### src/rtl/store_merge_unit.sv
// store_merge_unit: multicycle store path between the CPU datapath and data memory.
// Word stores are written directly; byte and halfword stores read the target word,
// merge the new lane(s) in, and write the word back. Illegal stores are rejected
// without touching memory.
//
// state | meaning
// IDLE  | waiting for start; request latched on acceptance
// RD    | one-cycle mem_rd strobe, latency counter loaded
// WAIT  | counting down read latency; captures and merges mem_rdata at zero
// WR    | one-cycle mem_wr strobe with the merged word
// DONE  | one-cycle done pulse
// ERR   | one-cycle misalign pulse, no memory access
module store_merge_unit #(
   parameter int DATA_W      = 32,
   parameter int ADDR_W      = 32,
   parameter int MEM_LATENCY = 1
) (
   input  logic              clk,
   input  logic              reset_n,
   input  logic              start,
   input  logic [1:0]        store_mode,
   input  logic [ADDR_W-1:0] addr,
   input  logic [DATA_W-1:0] store_data,
   output logic              busy,
   output logic              done,
   output logic              misalign,
   output logic [ADDR_W-1:0] mem_addr,
   output logic              mem_rd,
   input  logic [DATA_W-1:0] mem_rdata,
   output logic              mem_wr,
   output logic [DATA_W-1:0] mem_wdata
);

   localparam int OFF    = $clog2(DATA_W / 8);
   localparam int NBYTES = DATA_W / 8;
   localparam int CNT_W  = (MEM_LATENCY > 1) ? $clog2(MEM_LATENCY) : 1;
   localparam logic [CNT_W-1:0] CNT_INIT = CNT_W'(MEM_LATENCY - 1);

   localparam logic [1:0] MODE_SW = 2'b00;
   localparam logic [1:0] MODE_SH = 2'b01;
   localparam logic [1:0] MODE_SB = 2'b10;
   localparam logic [1:0] MODE_RS = 2'b11;

   typedef enum logic [2:0] {
      S_IDLE,
      S_RD,
      S_WAIT,
      S_WR,
      S_DONE,
      S_ERR
   } state_t;

   state_t           state;
   state_t           state_d;
   logic [1:0]       mode_q;
   logic [OFF-1:0]   lane_q;
   logic [15:0]      data_q;
   logic [CNT_W-1:0] cnt_q;
   logic             req_err;
   logic [DATA_W-1:0] merged;

   // Reject reserved mode, odd halfword and non-word-aligned word stores.
   always_comb begin
      req_err = 1'b0;
      if (store_mode == MODE_RS)
         req_err = 1'b1;
      else if (store_mode == MODE_SH && addr[0])
         req_err = 1'b1;
      else if (store_mode == MODE_SW && addr[OFF-1:0] != '0)
         req_err = 1'b1;
   end

   // Overlay the latched byte/halfword onto the word returned by memory.
   always_comb begin
      merged = mem_rdata;
      for (int i = 0; i < NBYTES; i++) begin
         if (mode_q == MODE_SB && lane_q == OFF'(i))
            merged[8*i +: 8] = data_q[7:0];
         if (mode_q == MODE_SH && (lane_q >> 1) == OFF'(i >> 1))
            merged[8*i +: 8] = data_q[8*(i%2) +: 8];
      end
   end

   // State register.
   always_ff @(posedge clk) begin
      if (!reset_n)
         state <= S_IDLE;
      else
         state <= state_d;
   end

   // Next-state selection; start is only honoured in IDLE.
   always_comb begin
      state_d = state;
      case (state)
         S_IDLE: begin
            if (start) begin
               if (req_err)
                  state_d = S_ERR;
               else if (store_mode == MODE_SW)
                  state_d = S_WR;
               else
                  state_d = S_RD;
            end
         end
         S_RD:   state_d = S_WAIT;
         S_WAIT: if (cnt_q == '0) state_d = S_WR;
         S_WR:   state_d = S_DONE;
         S_DONE: state_d = S_IDLE;
         S_ERR:  state_d = S_IDLE;
         default: state_d = S_IDLE;
      endcase
   end

   // Strobes and status decoded straight from the state register.
   always_comb begin
      busy     = (state != S_IDLE);
      mem_rd   = (state == S_RD);
      mem_wr   = (state == S_WR);
      done     = (state == S_DONE);
      misalign = (state == S_ERR);
   end

   // Request latch, latency counter and write-data register. mem_wdata is
   // preloaded with the source word so word stores need no further update.
   always_ff @(posedge clk) begin
      if (!reset_n) begin
         mode_q    <= '0;
         lane_q    <= '0;
         data_q    <= '0;
         cnt_q     <= '0;
         mem_addr  <= '0;
         mem_wdata <= '0;
      end else begin
         case (state)
            S_IDLE: begin
               if (start) begin
                  mode_q    <= store_mode;
                  lane_q    <= addr[OFF-1:0];
                  data_q    <= store_data[15:0];
                  mem_addr  <= {addr[ADDR_W-1:OFF], {OFF{1'b0}}};
                  mem_wdata <= store_data;
               end
            end
            S_RD: cnt_q <= CNT_INIT;
            S_WAIT: begin
               if (cnt_q != '0)
                  cnt_q <= cnt_q - 1'b1;
               else
                  mem_wdata <= merged;
            end
            default: ;
         endcase
      end
   end

endmodule

### config.mk
export PLATFORM = sky130hd
export DESIGN_NAME = store_merge_unit
export DESIGN_NICKNAME = d
export VERILOG_FILES = /design/src/rtl/store_merge_unit.sv
export SDC_FILE = /design/constraint.sdc
export NUM_CORES = 1
export LEC_CHECK = 0
export ABC_AREA = 0
export CORE_UTILIZATION = 45
export DETAILED_ROUTE_END_ITERATION = 10
export PLACE_DENSITY = 0.93
export SLEW_MARGIN = 20
export SYNTH_ARGS = -nofsm -noshare
export SYNTH_HDL_FRONTEND = slang
export SYNTH_SLANG_ARGS = --single-unit
### constraint.sdc
create_clock -name clk -period 4.1 [get_ports clk]
set_input_delay 1.025 -clock clk [delete_from_list [all_inputs] [get_ports clk]]
set_output_delay 1.025 -clock clk [all_outputs]
set_load 0.02 [all_outputs]
==> key figures <==
Outcome
  • Outcome: finished clean

Drt
  • DR DRC count: 0
  • Vias per cell: 5.92
  • TritonRoute pass-1 iters: 5
  • Number of routed nets with antenna violations: 0
  • Total number of vias: 4,253
  • Drt total wl: 12,800 um
  • Iteration-0 DRC Markers: 331
  • WL/cell: 17.8 um

Synthesis
  • Synthesized area: 3810 um^2
  • Synth Instances: 464
  • Top_reg_cell synth: dfxtp_1
  • Syn. warnings: 0
  • Top-count cell post-synth: nand2_1
  • Post-synthesis average cell area: 8.20 um^2
  • Post-synth EDFFs: 0
  • Post-synth top cells: nand2_1, dfxtp_1, a21oi_1
  • Area leader, netlist: dfxtp_1
  • Register bit total from synthesis: 85
  • FFs w/ async S/R, synth: 0
  • Synth top area cells: dfxtp_1, nand2_1, a21oi_1
  • Post-synth top area share: 0.447
  • Synth unique cells: 43
  • Register area share after synthesis: 0.447

Placement
  • Dpl hpwl: 9150 um
  • Final Wtd Congestion: 0.934
  • Port bufs: 167

Clocking
  • CTS buffer count: 9
  • Later-pin clock latency in the skew report: 0.36 ns
  • CTS tree: done
  • Hold_buf cts: 0
  • CTS sink cnt: 85
  • Clk slew on worst S/H paths: 0.09 ns
  • Postcts setup bufs: 0
  • H-tree levels: 3
  • Root buffer cell: clkbuf_8
  • Clock Tree Buf Depth: 2
  • Post-CTS Resized: 0

GRT
  • Initial antenna violation count: 0
  • Tot GR Track Use: 0.295
  • GRT overflow: 0
  • Vias in the first global route: 4,201
  • Largest net degree at the start of global routing: 49
  • First-pass GRT wire length: 20,300 um

Timing
  • Final TNS setup: 0 ns
  • Slew margin rel.: 0.338
  • Final setup violating endpoints: 0
  • Tmin final: 3.38 ns
  • Ratio of final minimum period to clock period: 0.823
  • RSZ-0062 raised after global routing: no
  • Max Clock Freq: 296 MHz
  • Slew Limit Fails: 0
  • Worst Clk Skew: 0.0139 ns
  • Worst-Margin Slew: 0.992 ns
  • Final hold viol count: 0

Floorplan
  • Io pins: 170
  • Die W: 94.0 um
  • Die height: 94.0 um
  • Row count: 33
  • Core Region: 8220 um^2
  • Initial Utilization: 0.463
  • Full die area: 8830 um^2

Job
  • MaxCap Viol Count: 0

Finish
  • Fill cells: 622
  • Nets: 709
  • Layout Utilization: 0.693
  • ANT cells: 0
  • Area of the multi-input gates: 1900 um^2
  • Area Overhead vs Synth: 49.5%
  • Seq. cell area: 1700 um^2
  • Layout cells sized above 1: 0.0636

Worst setup path
  • CP Data Arrival Time: 2.35 ns
  • Critical path class: reg2out
  • CP required: 3.07 ns
  • Worst setup SP type: register
  • R2R cell count: 4
  • Crit. End Element: primary output
  • Crit-path max FO: 18

Min path
  • Hold Path Cell Cnt: 2
  • Worst hold path class: reg2reg

Power
  • VDD IR max: 0.223 mV
  • Lkg Pwr: 2.03 nW
  • Power Density: 412 nW/um^2
[worst paths after layout]
path                   endpoint    startpoint  slack [ns]
setup / recovery         mem_wr      state[1]        0.72
hold / removal     mem_addr[23]  mem_addr[23]        0.46
setup reg to reg  mem_wdata[25]      state[1]        1.41
hold reg to reg    mem_addr[23]  mem_addr[23]        0.46
[placed cells by master, fill, tap and decap left out, drive strengths merged, types with 9 or more instances in the layout]
| master | instances |
|---|---|
| o22ai | 17 |
| o221a | 16 |
| clkdlybuf4s50 | 167 |
| nand2 | 110 |
| a21oi | 59 |
| clkbuf | 10 |
| nor3 | 17 |
| o221ai | 16 |
| and3 | 9 |
| nor3b | 14 |
| o21ai | 13 |
| nor2 | 21 |
| dfxtp | 85 |
[critical path, stage by stage (launching register included)]
cell and delay (ns):
dfxtp_1 0.77, inv_1 0.23, nor3b_1 0.32, clkdlybuf4s50_1 0.67
[layout make-up]
type	count	area share
clock buffer	10	0.0242
clock inverter	6	0.0123
inverter	6	0.00396
multi-input combinational	333	0.334
sequential	85	0.299
tap	105	0.0231
timing repair buffer	173	0.304
[routing by layer]
layer,vias up,share of wire,track usage
li1,1960,-,-
met1,1979,0.39,0.352
met2,268,0.49,0.490
met3,46,0.084,0.0712
met4,0,0.038,0.151
met5,-,0,0
[per-stage QoR]
stage                     worst slack [ns]  hold WS [ns]  instances  power [mW]  area [um^2]
after floorplan                       1.89         0.449        465        1.39         3810
after global placement                1.10         0.442        702        1.70         5480
after detailed placement              1.00         0.446        702        1.73         5480
after CTS                            0.753         0.460        718        2.33         5690
after global routing                 0.573         0.487        718        2.45         5690
final                                0.724         0.458        718        2.35         5690
[power breakdown]
part | switching (mW) | internal [mW] | total, mW | leakage [nW]
combinational | 0.365 | 0.346 | 0.712 | 1.24
sequential | 0.0907 | 0.919 | 1.01 | 0.699
clock | 0.322 | 0.301 | 0.624 | 0.0951
total | 0.778 | 1.57 | 2.35 | 2.03
[flip-flops by register name (all words and copies together) (netlist names)]
signal,cells
data_q,16
lane_q,2
mem_addr,30
mem_wdata,32
mode_q,2
state,3
[cell families after synthesis]
| family | share of synthesized area |
|---|---|
| buffers and inverters | 0.0582 |
| AND/OR/NAND/NOR | 0.227 |
| AO/OA/AOI/OAI | 0.264 |
| multiplexers | 0.00263 |
| other | 0.000985 |
| flip-flops | 0.447 |
Note: power is estimated with default switching activity, not from simulation.
